==> src/rtl/slt_seq_ctrl_if.sv <==
// Purpose: request/response and slice-chain bundle for the SLT sequencer.
// Ports (signals):
//   start, is_signed, le, abort, a, b : compare request from the ALU side
//   ready, busy, done, slt            : sequencer status and result
//   slice_a, slice_b, slice_lin       : chunk operands and chain input to the external slice
//   slice_lout                        : chain output returned by the external slice
// The master side is the environment (ALU control plus the external slice);
// the slave side is the sequencer.
interface slt_seq_ctrl_if #(
    parameter int unsigned W = 32,
    parameter int unsigned S = 8
);
    logic         start;
    logic         is_signed;
    logic         le;
    logic         abort;
    logic [W-1:0] a;
    logic [W-1:0] b;
    logic         ready;
    logic         busy;
    logic         done;
    logic [W-1:0] slt;
    logic [S-1:0] slice_a;
    logic [S-1:0] slice_b;
    logic         slice_lin;
    logic         slice_lout;

    modport master (
        output start, is_signed, le, abort, a, b, slice_lout,
        input  ready, busy, done, slt, slice_a, slice_b, slice_lin
    );

    modport slave (
        input  start, is_signed, le, abort, a, b, slice_lout,
        output ready, busy, done, slt, slice_a, slice_b, slice_lin
    );
endinterface

==> src/rtl/slt_seq_ctrl.sv <==
// Purpose: multicycle W-bit SLT/SLTU/SLE sequencer that walks an external S-bit
//   compare slice LSB chunk first, one chunk per cycle, registering the less-than
//   chain between chunks and applying the sign correction at the end.
// Ports:
//   clk   : rising-edge clock
//   rst_n : asynchronous active-low reset
//   bus   : slt_seq_ctrl_if.slave (request, status/result, slice chain)
module slt_seq_ctrl #(
    parameter int unsigned W = 32,
    parameter int unsigned S = 8
) (
    input  logic          clk,
    input  logic          rst_n,
    slt_seq_ctrl_if.slave bus
);
    localparam int unsigned N  = W / S;
    localparam int unsigned KW = (N > 1) ? $clog2(N) : 1;

    localparam logic [1:0] ST_IDLE = 2'd0;
    localparam logic [1:0] ST_RUN  = 2'd1;
    localparam logic [1:0] ST_DONE = 2'd2;

    logic [1:0]    r_state;
    logic [KW-1:0] r_k;
    logic          r_carry;
    logic [W-1:0]  r_a;
    logic [W-1:0]  r_b;
    logic          r_sgn;
    logic          r_ready;
    logic          r_busy;
    logic          r_done;
    logic [W-1:0]  r_slt;
    logic [S-1:0]  r_slice_a;
    logic [S-1:0]  r_slice_b;
    logic          r_slice_lin;

    logic [1:0]    w_state_nxt;
    logic [KW-1:0] w_k_nxt;
    logic          w_carry_nxt;
    logic [W-1:0]  w_a_nxt;
    logic [W-1:0]  w_b_nxt;
    logic          w_sgn_nxt;
    logic [W-1:0]  w_slt_nxt;
    logic [S-1:0]  w_slice_a_nxt;
    logic [S-1:0]  w_slice_b_nxt;
    logic          w_slice_lin_nxt;

    // Next-state, datapath and next-output decode.
    always_comb begin
        w_state_nxt     = r_state;
        w_k_nxt         = r_k;
        w_carry_nxt     = r_carry;
        w_a_nxt         = r_a;
        w_b_nxt         = r_b;
        w_sgn_nxt       = r_sgn;
        w_slt_nxt       = r_slt;
        w_slice_a_nxt   = '0;
        w_slice_b_nxt   = '0;
        w_slice_lin_nxt = 1'b0;

        case (r_state)
            ST_IDLE, ST_DONE: begin
                // DONE accepts a new request exactly like IDLE (back-to-back).
                if (bus.start) begin
                    w_state_nxt = ST_RUN;
                    w_a_nxt     = bus.a;
                    w_b_nxt     = bus.b;
                    w_sgn_nxt   = bus.is_signed;
                    w_carry_nxt = bus.le;
                    w_k_nxt     = '0;
                end else begin
                    w_state_nxt = ST_IDLE;
                end
            end
            ST_RUN: begin
                if (bus.abort) begin
                    w_state_nxt = ST_IDLE;
                    w_k_nxt     = '0;
                    w_carry_nxt = 1'b0;
                end else begin
                    w_carry_nxt = bus.slice_lout;
                    if (r_k == KW'(N - 1)) begin
                        w_state_nxt = ST_DONE;
                        w_k_nxt     = '0;
                        // Differing sign bits invert the unsigned verdict.
                        w_slt_nxt   = W'(bus.slice_lout ^ (r_sgn & (r_a[W-1] ^ r_b[W-1])));
                    end else begin
                        w_k_nxt = r_k + KW'(1);
                    end
                end
            end
            default: begin
                w_state_nxt = ST_IDLE;
            end
        endcase

        // Slice drive is registered, so it is computed from the values entering RUN.
        if (w_state_nxt == ST_RUN) begin
            w_slice_a_nxt   = S'(w_a_nxt >> (S * w_k_nxt));
            w_slice_b_nxt   = S'(w_b_nxt >> (S * w_k_nxt));
            w_slice_lin_nxt = w_carry_nxt;
        end
    end

    // State, datapath and output registers.
    always_ff @(posedge clk or negedge rst_n) begin
        if (!rst_n) begin
            r_state     <= ST_IDLE;
            r_k         <= '0;
            r_carry     <= 1'b0;
            r_a         <= '0;
            r_b         <= '0;
            r_sgn       <= 1'b0;
            r_ready     <= 1'b1;
            r_busy      <= 1'b0;
            r_done      <= 1'b0;
            r_slt       <= '0;
            r_slice_a   <= '0;
            r_slice_b   <= '0;
            r_slice_lin <= 1'b0;
        end else begin
            r_state     <= w_state_nxt;
            r_k         <= w_k_nxt;
            r_carry     <= w_carry_nxt;
            r_a         <= w_a_nxt;
            r_b         <= w_b_nxt;
            r_sgn       <= w_sgn_nxt;
            r_ready     <= (w_state_nxt != ST_RUN);
            r_busy      <= (w_state_nxt == ST_RUN);
            r_done      <= (w_state_nxt == ST_DONE);
            r_slt       <= w_slt_nxt;
            r_slice_a   <= w_slice_a_nxt;
            r_slice_b   <= w_slice_b_nxt;
            r_slice_lin <= w_slice_lin_nxt;
        end
    end

    assign bus.ready     = r_ready;
    assign bus.busy      = r_busy;
    assign bus.done      = r_done;
    assign bus.slt       = r_slt;
    assign bus.slice_a   = r_slice_a;
    assign bus.slice_b   = r_slice_b;
    assign bus.slice_lin = r_slice_lin;
endmodule

==> src/flat_wrapper.sv <==
// flat-port wrapper written by rule: the top's interface ports become plain ports
module slt_seq_ctrl_flat 
#(
    parameter int unsigned W = 32,
    parameter int unsigned S = 8
)
  (clk, rst_n, bus_start, bus_is_signed, bus_le, bus_abort, bus_a, bus_b, bus_slice_lout, bus_ready, bus_busy, bus_done, bus_slt, bus_slice_a, bus_slice_b, bus_slice_lin);
  slt_seq_ctrl_if #(.W(W), .S(S)) bus_i ();
  input  logic clk;
  input  logic rst_n;
  input wire logic [$bits(bus_i.start)-1:0] bus_start;
  input wire logic [$bits(bus_i.is_signed)-1:0] bus_is_signed;
  input wire logic [$bits(bus_i.le)-1:0] bus_le;
  input wire logic [$bits(bus_i.abort)-1:0] bus_abort;
  input wire logic [$bits(bus_i.a)-1:0] bus_a;
  input wire logic [$bits(bus_i.b)-1:0] bus_b;
  input wire logic [$bits(bus_i.slice_lout)-1:0] bus_slice_lout;
  output wire logic [$bits(bus_i.ready)-1:0] bus_ready;
  output wire logic [$bits(bus_i.busy)-1:0] bus_busy;
  output wire logic [$bits(bus_i.done)-1:0] bus_done;
  output wire logic [$bits(bus_i.slt)-1:0] bus_slt;
  output wire logic [$bits(bus_i.slice_a)-1:0] bus_slice_a;
  output wire logic [$bits(bus_i.slice_b)-1:0] bus_slice_b;
  output wire logic [$bits(bus_i.slice_lin)-1:0] bus_slice_lin;
  assign bus_i.start = bus_start;
  assign bus_i.is_signed = bus_is_signed;
  assign bus_i.le = bus_le;
  assign bus_i.abort = bus_abort;
  assign bus_i.a = bus_a;
  assign bus_i.b = bus_b;
  assign bus_i.slice_lout = bus_slice_lout;
  assign bus_ready = bus_i.ready;
  assign bus_busy = bus_i.busy;
  assign bus_done = bus_i.done;
  assign bus_slt = bus_i.slt;
  assign bus_slice_a = bus_i.slice_a;
  assign bus_slice_b = bus_i.slice_b;
  assign bus_slice_lin = bus_i.slice_lin;
  slt_seq_ctrl #(.W(W), .S(S)) u_core (.clk(clk), .rst_n(rst_n), .bus(bus_i));
endmodule
==> config.mk <==
export PLATFORM = sky130hd
export DESIGN_NAME = slt_seq_ctrl_flat
export DESIGN_NICKNAME = d
export VERILOG_FILES = /design/src/rtl/slt_seq_ctrl_if.sv /design/src/rtl/slt_seq_ctrl.sv /design/src/flat_wrapper.sv
export SDC_FILE = /design/constraint.sdc
export NUM_CORES = 1
export LEC_CHECK = 0
export ABC_AREA = 0
export BUFFER_PORTS_ARGS = -buffer_cell sky130_fd_sc_hd__buf_4
export CAP_MARGIN = 40
export CORE_MARGIN = 5
export CORE_UTILIZATION = 25
export CTS_CLUSTER_DIAMETER = 60
export DETAILED_ROUTE_END_ITERATION = 8
export SETUP_SLACK_MARGIN = 0.5
export SYNTH_ARGS = -nofsm -noshare
export SYNTH_HDL_FRONTEND = slang
export SYNTH_SLANG_ARGS = --single-unit
export TNS_END_PERCENT = 30
==> constraint.sdc <==
create_clock -name clk -period 2.1 [get_ports clk]
set_clock_uncertainty 0.15 [all_clocks]
set_input_delay 0.42 -clock clk [delete_from_list [all_inputs] [get_ports clk]]
set_output_delay 0.42 -clock clk [all_outputs]
set_load 0.01 [all_outputs]
Word-level counts from Yosys, hierarchy flattened
Index checks and enable logic that the tools add are counted.
{ "totals": {"register_bits": 122, "wordCells": 48} }
{ "op_classes": {"add_sub_neg": 1, "n_eq_ne": 6, "shift": 2, "mux": 18, "n_bitwise": 4, "reduce_logical": 4} }
{ "op_table": {"columns": ["op", "count"], "rows": [
  ["2-to-1 mux 32 bit", 4],
  [">> shifter 32 x 5 -> 8 bit", 2],
  ["bitwise AND 1 x 32 -> 32 bit", 1],
  ["bitwise XOR 1 x 32 -> 32 bit", 1],
  ["2-to-1 mux 8 bit", 2],
  ["2-to-1 mux 2 bit", 5],
  ["case mux 2 bit (2 select lines)", 2],
  ["== test 2 bit, second input constant", 3],
  ["== test 2 x 1 -> 1 bit, second input constant", 2],
  ["2-to-1 mux 1 bit", 4],
  ["AND reduction 3 bit", 1],
  ["adder 2 x 1 -> 2 bit, second input constant", 1],
  ["logical NOT 2 bit", 1],
  ["inequality test 2 x 1 -> 1 bit, second input constant", 1],
  ["case mux 1 bit (2 select lines)", 1],
  ["AND reduction 2 bit", 1],
  ["OR reduction 2 bit", 1],
  ["inverter 1 bit", 1],
  ["bitwise XOR 1 bit", 1]
]} }

Logic depth before layout (Yosys ltp)
Gate-level depths: netlist (run 1).
{ "logic_depth": {"depth_word": 6, "ltp_mapped": 7} }

Least setup slack after synthesis (run 1)
Ideal clock, no wire load.
{ "synth_timing": {"kind": "flip-flop to flip-flop", "start": "register u_core.r_k[0]", "end": "register u_core.r_slice_a[4] (netlist: u_core.bus.slice_a[4])", "setup_time_ns": 0.141, "arrival_ns": 1.786, "slack_ns": 0.023, "stages_incl_launch_ff": 8, "period_less_slack_ns": 2.077, "path_cell_list": "dfrtp_1 > ha_1 > or4_4 > and2_1 > buf_6 > buf_6 > a221oi_2 > o32ai_1"} }
{ "synth_via": {"elab_chain_len": 6} }
{ "synth_lines": {"columns": ["item", "line", "rtl"], "rows": [
  ["start, declared", "slt_seq_ctrl.sv:24", "logic [KW-1:0] r_k;"],
  ["start signal, assigned", "slt_seq_ctrl.sv:123", "r_k <= w_k_nxt;"],
  ["adder 2 x 1 -> 2 bit / == test 2 bit (equally long branches)", "slt_seq_ctrl.sv:88, slt_seq_ctrl.sv:82", null],
  ["2-to-1 mux 2 bit", "slt_seq_ctrl.sv:82", "if (r_k == KW'(N - 1)) begin"],
  ["2-to-1 mux 2 bit", "slt_seq_ctrl.sv:76", "if (bus.abort) begin"],
  ["case mux 2 bit (2 select lines)", "slt_seq_ctrl.sv:61", "case (r_state)"],
  [">> shifter 32 x 5 -> 8 bit / == test 2 x 1 -> 1 bit (equally long branches)", "slt_seq_ctrl.sv:99, slt_seq_ctrl.sv:98", null],
  ["2-to-1 mux 8 bit (*)", "slt_seq_ctrl.sv:98", "if (w_state_nxt == ST_RUN) begin"],
  ["net u_core.w_slice_a_nxt[4]", "slt_seq_ctrl.sv:44", "logic [S-1:0] w_slice_a_nxt;"],
  ["end signal, assigned", "slt_seq_ctrl.sv:132", "r_slice_a <= w_slice_a_nxt;"],
  ["end, declared", "slt_seq_ctrl.sv:33", "logic [S-1:0] r_slice_a;"]
]} }
Mark *: on every way through the listed nets, which the timed path passes. The rest lies on a longest branch.
A chain may end at the register's enable or synchronous reset.

Worst setup path in the final report (run 1)
{ "layout_timing": {"start": "register u_core.r_k[0]", "end": "register u_core.r_slice_a[2] (netlist: u_core.bus.slice_a[2])"} }
Same word-level chain as after synthesis.

==> summary.md, run 1 <==
| Metric | Value |
|---|---|
| Status | `complete, but fails checks` |
| H-tree depth | `3` |
| Largest net degree at the start of global routing | `92` |
| Crit share post-route | `102%` |
| Antenna cells | `0` |
| DRT Wirelength | `approximately 11000 um` |
| Cell count after synthesis | `320` |
| Combinational share of power | `36.5%` |
| CTS tree | `built` |
| Yosys warning count | `0` |
| Post-route setup slack | `-0.0318 ns` |
| CP bufs+invs | `1` |
| Drt wl/cell | `about 16 um` |
| CP arrival | `between 2 and 2.5 ns` |
| Initial antenna violation count | `0` |
| CP max-delay cell | `or4_4` |
| CTS clk-pin slew, worst paths | `roughly 0.06 ns` |
| Clock Tree Buf Depth | `2` |
| Power density over the cells | `1190 nW/um2` |
| Starting DRT DRC Count | `approximately 180` |
| Clock share of power | `between 20% and 30%` |
| Max stage delay on crit path | `between 0.4 and 0.5 ns` |
| Worst Path Required | `around 2.2 ns` |
| Global-route wire length before repair | `16300 um` |
| Unrepaired setup endpoints after global routing | `yes` |
| Row Count | `47` |
| Port-buffer cells | `between 90 and 100` |
| Commonest non-fill, non-tap cell in the layout | `buf_4` |
| Critical path cell sequence | `ha_2 > or4_4 > a22o_4 > buf_12 > mux2i_2 > o32ai_2` |
| Post-DP HPWL | `around 8000 um` |
| Number of global-route vias before repair | `slightly below 3k` |
| Die height | `between 100 and 150 um` |
| Synth cell types | `33` |
| Mapped Area | `~4300 um2` |
| Sequential element share of the synthesized area | `between 50 and 60%` |
| Final GP Congestion | `between 0.8 and 0.9` |
| Sw Ratio | `just over 30%` |
| Clock Latency Late Sink | `around 0.34 ns` |
| Layout cell share with drive strength beyond 1 | `roughly half` |
| Setup TNS | `-0.0347 ns` |
| Fmax | `between 0.4 and 0.5 GHz` |
| Syn-to-layout area delta | `31.5%` |
| Pint | `0.00458 W` |
| CP max FO | `9` |
| Post-DP Area | `between 5000 and 6000 um2` |
| Leakage | `approximately 2.5 nW` |
| Via density | `4.29` |
| Finished Cell Area | `5600 um2` |
| CORE AREA | `around 17000 um2` |
| Die Width | `between 100 and 150 um` |
| MaxCap Viol Count | `0` |
| Max-slew violations | `0` |
| IO Pins | `123` |
| Startpoint types | `register` |
| Initial core utilization | `25.6%` |
| Crit end category | `register` |
| DRT antenna net count | `0` |
| All-Layer GR Usage | `10.5%` |
| CP top delay family | `compound AO/OA/AOI/OAI gates` |
| Inst Count DP | `624` |
| Final Hold Viols | `0` |
| Drt drc | `0` |
| Die area | `19700 um2` |
| Failing checks | `setup timing` |
| Tightest Hold Check Type | `in2reg` |
| GR Overflow Total | `0` |
| Post-Layout Cell Count | `~650` |
| Setup violators final | `2` |
| Crit path kind | `reg2reg` |
| CTS buffer count | `9` |
| Final min period | `around 2.1 ns` |
| Final Util | `33.6%` |
| Vias | `around 2.8k` |
| Nets | `between 400 and 500` |
| Synthesized area per cell | `13.3 um2` |
| Tot Pwr | `0.00664 W` |
| CTS Sinks | `91` |
| TritonRoute pass-1 iters | `4` |
| Slew @ Worst Pin | `roughly 0.5 ns` |
| Psw | `between 0.002 and 0.0025 W` |
| Seq pwr share | `39.7%` |
| Clock Tree Root | `clkbuf_16` |
| Maximum resistive drop on vdd | `about 420 uV` |
| Headroom to the max-slew limit | `66.5%` |
| Synth Register Bits | `91` |
| Fill count | `~1.6k` |
| Most frequent cells in the layout | `103 x buf_4, 89 x dfrtp_1, 65 x mux2_2` |
## per-stage QoR
step                setup slack [ns]  hold slack [ns]
floorplan                     0.0610          -0.0256
global placement              -0.109            0.329
detailed placement           -0.0971            0.334
CTS                          0.00594            0.148
global route                  -0.100            0.154
finish                       -0.0318            0.160
## power by group through the flow
stage	logic, W	clock network [W]	registers (W)
floorplan	0.00147	0	0.00264
global placement	0.00220	0	0.00267
detailed placement	0.00226	0	0.00269
CTS	0.00231	0.00162	0.00265
global route	0.00263	0.00170	0.00270
finish	0.00242	0.00158	0.00263
## cell families after synthesis
kind of cell	after synthesis	share of synthesized area (%)
other	1	0.0881
buffers and inverters	56	8.61
adder cells (fa/ha/maj)	1	0.294
XOR/XNOR	2	0.411
multiplexers	83	21.4
AO/OA/AOI/OAI	55	11.3
flip-flops	91	53.5
AND/OR/NAND/NOR	31	4.41
## final timing paths
check	startpoint	endpoint	depth (start not counted)	slack, ns
max	u_core.r_k[0]	u_core.bus.slice_a[2]	6	-0.03
min	bus_b[21]	u_core.r_b[21]	2	0.16
max reg2reg	u_core.r_k[0]	u_core.bus.slice_a[2]	6	-0.03
min reg2reg	u_core.r_a[4]	u_core.r_a[4]	1	0.34
max in group asynchronous	rst_n	u_core.r_state[0]	3	0.87
min in group asynchronous	rst_n	u_core.r_sgn	3	0.49
## flip-flops by register name, summed over array words and instances, names as in the netlist, 2 cells and up
name	count
u_core.r_k	2
u_core.r_b	32
u_core.r_a	32
u_core.r_state	2
u_core.bus.slice_a	8
u_core.bus.slice_b	8
## per-layer routing
metal	GRT usage, %	vias to the layer above	part of all wire (%)
met5	0	-	0
met1	13.4	1359	44
met4	4.28	0	2.2
met2	16.2	91	47
li1	-	1309	-
met3	3.65	12	7.0
## synth_stat cells (all sizes together)
cell / n / area share, %
nor4: 1 / 0.15
and3: 2 / 0.29
clkinv: 1 / 0.088
and2: 2 / 0.29
clkbuf: 6 / 0.53
buf: 45 / 7.6
mux2: 65 / 17
a22o: 1 / 0.21
ha: 1 / 0.29
inv: 4 / 0.35
xor2: 2 / 0.41
o32ai: 16 / 3.3
or4: 1 / 0.26
nor2b: 1 / 0.15
nor2: 3 / 0.32
o21ai: 1 / 0.12
nand2b: 18 / 2.6
nand3: 1 / 0.12
a21boi: 1 / 0.18
mux2i: 18 / 4.2
conb: 1 / 0.088
dfrtp: 90 / 53
dfstp: 1 / 0.62
nand2: 2 / 0.18
a22oi: 2 / 0.35
a21oi: 17 / 2.0
a221oi: 16 / 4.8
o2bb2ai: 1 / 0.35
## cell type report
| class | instances | area (um2) | area share, % |
|---|---|---|---|
| clock buffer | 13 | 250 | 4.47 |
| timing repair buffer | 111 | 928 | 16.6 |
| sequential | 91 | 2280 | 40.7 |
| clock inverter | 3 | 40.0 | 0.715 |
| tap | 220 | 275 | 4.92 |
| multi-input combinational | 203 | 1810 | 32.3 |
| inverter | 5 | 18.8 | 0.335 |
## what timing repair did
action,CTS,global route
hold buffers,1,0
endpoints found under the setup margin,19,24
buffers inserted,2,2
gates resized for setup,2,11
hold endpoints to repair,25,0
cloned,0,1
pin swaps,0,1
Note: power is estimated with default switching activity, not from simulation.
==> run 2, diff against run 1 <==
--- a/config.mk
+++ b/config.mk
@@ -11,4 +11,5 @@
 export CORE_MARGIN = 5
 export CORE_UTILIZATION = 25
+export CTS_BUF_LIST = sky130_fd_sc_hd__clkbuf_4 sky130_fd_sc_hd__clkbuf_8
 export CTS_CLUSTER_DIAMETER = 60
 export DETAILED_ROUTE_END_ITERATION = 8
--- a/constraint.sdc
+++ b/constraint.sdc
@@ -3,3 +3,3 @@
 set_input_delay 0.42 -clock clk [delete_from_list [all_inputs] [get_ports clk]]
 set_output_delay 0.42 -clock clk [all_outputs]
-set_load 0.01 [all_outputs]
+set_load 0.02 [all_outputs]
==> run 2 against run 1 <==
Compared with the run above: the run still ends with setup timing left; wire length barely moved; sequential cell count did not move; power fell by 3.5%; critical path depth did not move; global-route usage barely moved; largest power group unchanged; combinational power rose by 6%; clock power fell by 24%; fmax fell by 0.73%; sequential power barely moved.
==> summary.md, run 2 (synthesized netlist as in run 1, its figures left out) <==
| Metric | Value |
|---|---|
| Commonest non-fill, non-tap cell in the layout | `buf_4` |
| Hold_ws | `0.137 ns (-0.0234 ns)` |
| Drt wl/cell | `16.4 um (about the same)` |
| Port-buffer cells | `91 (unchanged)` |
| Initial core utilization | `25.6% (unchanged)` |
| Crit path kind | `reg2reg` |
| Drt drc | `0 (unchanged)` |
| Worst setup path start | `u_core.r_k[0]` |
| Top flop regs | `u_core.r_a: 32 flops, u_core.r_b: 32 flops` |
| Crit end category | `register` |
| Inst Count DP | `624 (unchanged)` |
| Flop2flop setup slack | `-0.05 ns (-0.02 ns)` |
| Post-Layout Cell Count | `646 (unchanged)` |
| Global-route wire length before repair | `16200 um (-0.13%)` |
| R2R depth | `6 (unchanged)` |
| Clock share of power | `18.8% (-5.0 points)` |
| Final min period | `2.15 ns (+0.0156 ns)` |
| DRT antenna net count | `0 (unchanged)` |
| Final Util | `33.1% (-0.54 points)` |
| Final GP Congestion | `0.863 (unchanged)` |
| Row Count | `47 (unchanged)` |
| Clock Tree Buf Depth | `2 (unchanged)` |
| Die area | `19700 um2 (unchanged)` |
| Via density | `4.25 (-0.97%)` |
| Die height | `141 um (unchanged)` |
| Failing checks | `setup timing` |
| GR Overflow Total | `0 (unchanged)` |
| Setup TNS | `-0.0548 ns (-0.0202 ns)` |
| CTS buffer count | `9 (unchanged)` |
| CTS Sinks | `91 (unchanged)` |
| Die Width | `141 um (unchanged)` |
| Post-DP HPWL | `7970 um (unchanged)` |
| Maximum resistive drop on vdd | `412 uV (-2.1%)` |
| MaxCap Viol Count | `0 (unchanged)` |
| CTS clk-pin slew, worst paths | `0.09 ns (+0.03 ns)` |
| Slew @ Worst Pin | `0.501 ns (-0.00136 ns)` |
| Tightest Hold Check Type | `in2reg` |
| Vias | `2744 (-0.97%)` |
| Crit share post-route | `102% (+0.74 points)` |
| CORE AREA | `16600 um2 (unchanged)` |
| Leakage | `2.49 nW (-1.3%)` |
| Unrepaired setup endpoints after global routing | `yes` |
| Psw | `0.00217 W (+4.9%)` |
| Startpoint types | `register` |
| Number of global-route vias before repair | `2897 (+0.21%)` |
| Max-slew violations | `0 (unchanged)` |
| Reg2Reg Launch Point | `u_core.r_k[0]` |
| Seq pwr share | `41.1% (+1.4 points)` |
| CP max FO | `9 (unchanged)` |
| DRT Wirelength | `10600 um (about the same)` |
| Combinational share of power | `40.2% (+3.7 points)` |
| Largest net degree at the start of global routing | `92 (unchanged)` |
| Clock Latency Late Sink | `0.36 ns (+0.02 ns)` |
| Final Hold Viols | `0 (unchanged)` |
| CTS tree | `built` |
| Pint | `0.00424 W (-7.3%)` |
| Fmax | `0.466 GHz (-0.73%)` |
| Worst Path Required | `2.17 ns (-0.02 ns)` |
| Layout cell share with drive strength beyond 1 | `51.2% (+0.47 points)` |
| Clock Tree Root | `clkbuf_8` |
| Syn-to-layout area delta | `29.4%` |
| Power density over the cells | `1160 nW/um2 (-1.9%)` |
| Setup violators final | `3 (+1)` |
| Reg2reg end | `u_core.bus.slice_a[2]` |
| H-tree depth | `3 (unchanged)` |
| Register area | `2280 um2 (unchanged)` |
| Fill count | `1647 (+1.1%)` |
| Headroom to the max-slew limit | `66.6% (+0.091 points)` |
| Sw Ratio | `33.8% (+2.7 points)` |
| Post-route setup slack | `-0.0474 ns (-0.0156 ns)` |
| CP endpoint | `u_core.bus.slice_a[2]` |
| Status | `complete, but fails checks` |
| Starting DRT DRC Count | `162 (-8.0%)` |
| Antenna cells | `0 (unchanged)` |
| IO Pins | `123 (unchanged)` |
| Multi-input logic area | `1800 um2 (-0.21%)` |
| Nets | `493 (unchanged)` |
| Initial antenna violation count | `0 (unchanged)` |
| CP arrival | `2.21 ns (about the same)` |
| TritonRoute pass-1 iters | `4 (unchanged)` |
| Most frequent cells in the layout | `102 x buf_4, 89 x dfrtp_1, 65 x mux2_2` |
| All-Layer GR Usage | `10.5% (-0.012 points)` |
[run 2: cell counts in the layout (fill, tap and decap cells not counted)]
Identical to the previous run, type by type.
[run 2: worst min path at each step]
stage / start / endpoint / cells past startpoint
final: bus_b[21] / u_core.r_b[21] / 2
after global placement: u_core.r_b[11] / u_core.r_b[11] / 1
after global routing: bus_b[21] / u_core.r_b[21] / 2
after floorplan: rst_n / u_core.bus.busy / 0
after detailed placement: u_core.r_a[9] / u_core.r_a[9] / 1
after CTS: bus_a[22] / u_core.r_a[22] / 2
[run 2: critical path: stages, from the launching register on]
cell     delay, ns
dfrtp_1       0.42
ha_2          0.19
or4_4         0.43
a22o_4        0.26
buf_12        0.15
mux2i_1       0.27
o32ai_2       0.14
[run 2: per-stage QoR]
stage	worst slack (ns)	cell area (um2)	total power (W)
6_report	-0.0474	5510	0.00641
5_1_grt	-0.0964	5510	0.00680
3_3_place_gp	-0.109	5170	0.00503
3_5_place_dp	-0.0971	5170	0.00511
2_1_floorplan	0.0610	4400	0.00425
4_1_cts	-0.000497	5410	0.00636
[run 2: cell type report]
| type | instances | share of cell area [%] |
|---|---|---|
| multi-input combinational | 203 | 32.7 |
| inverter | 5 | 0.341 |
| tap | 220 | 5.00 |
| clock buffer | 13 | 2.91 |
| timing repair buffer | 111 | 16.9 |
| clock inverter | 3 | 0.727 |
| sequential | 91 | 41.4 |
[run 2: layer usage]
layer  global-route usage, %  wire length, um  vias up
met4                    4.28              252        0
met3                    3.75              677       13
met2                    16.2             4920       77
li1                        -                -     1302
met5                       0                0        -
met1                    13.3             4720     1352
[run 2: power by group through the flow]
| stage | clock network [W] | logic [W] | registers (W) |
|---|---|---|---|
| after floorplan | 0 | 0.00149 | 0.00276 |
| after global placement | 0 | 0.00235 | 0.00267 |
| after detailed placement | 0 | 0.00242 | 0.00269 |
| final | 0.00120 | 0.00257 | 0.00263 |
| after CTS | 0.00124 | 0.00247 | 0.00264 |
| after global routing | 0.00131 | 0.00278 | 0.00270 |
[run 2: repair_timing]
action | 4_1_cts | 5_1_grt
endpoints found under the hold margin | 90 | 0
gates resized for setup | 3 | 10
cloned | 0 | 1
pin swaps | 6 | 6
endpoints found under the setup margin | 19 | 24
buffers inserted | 2 | 2
hold buffers | 1 | 0
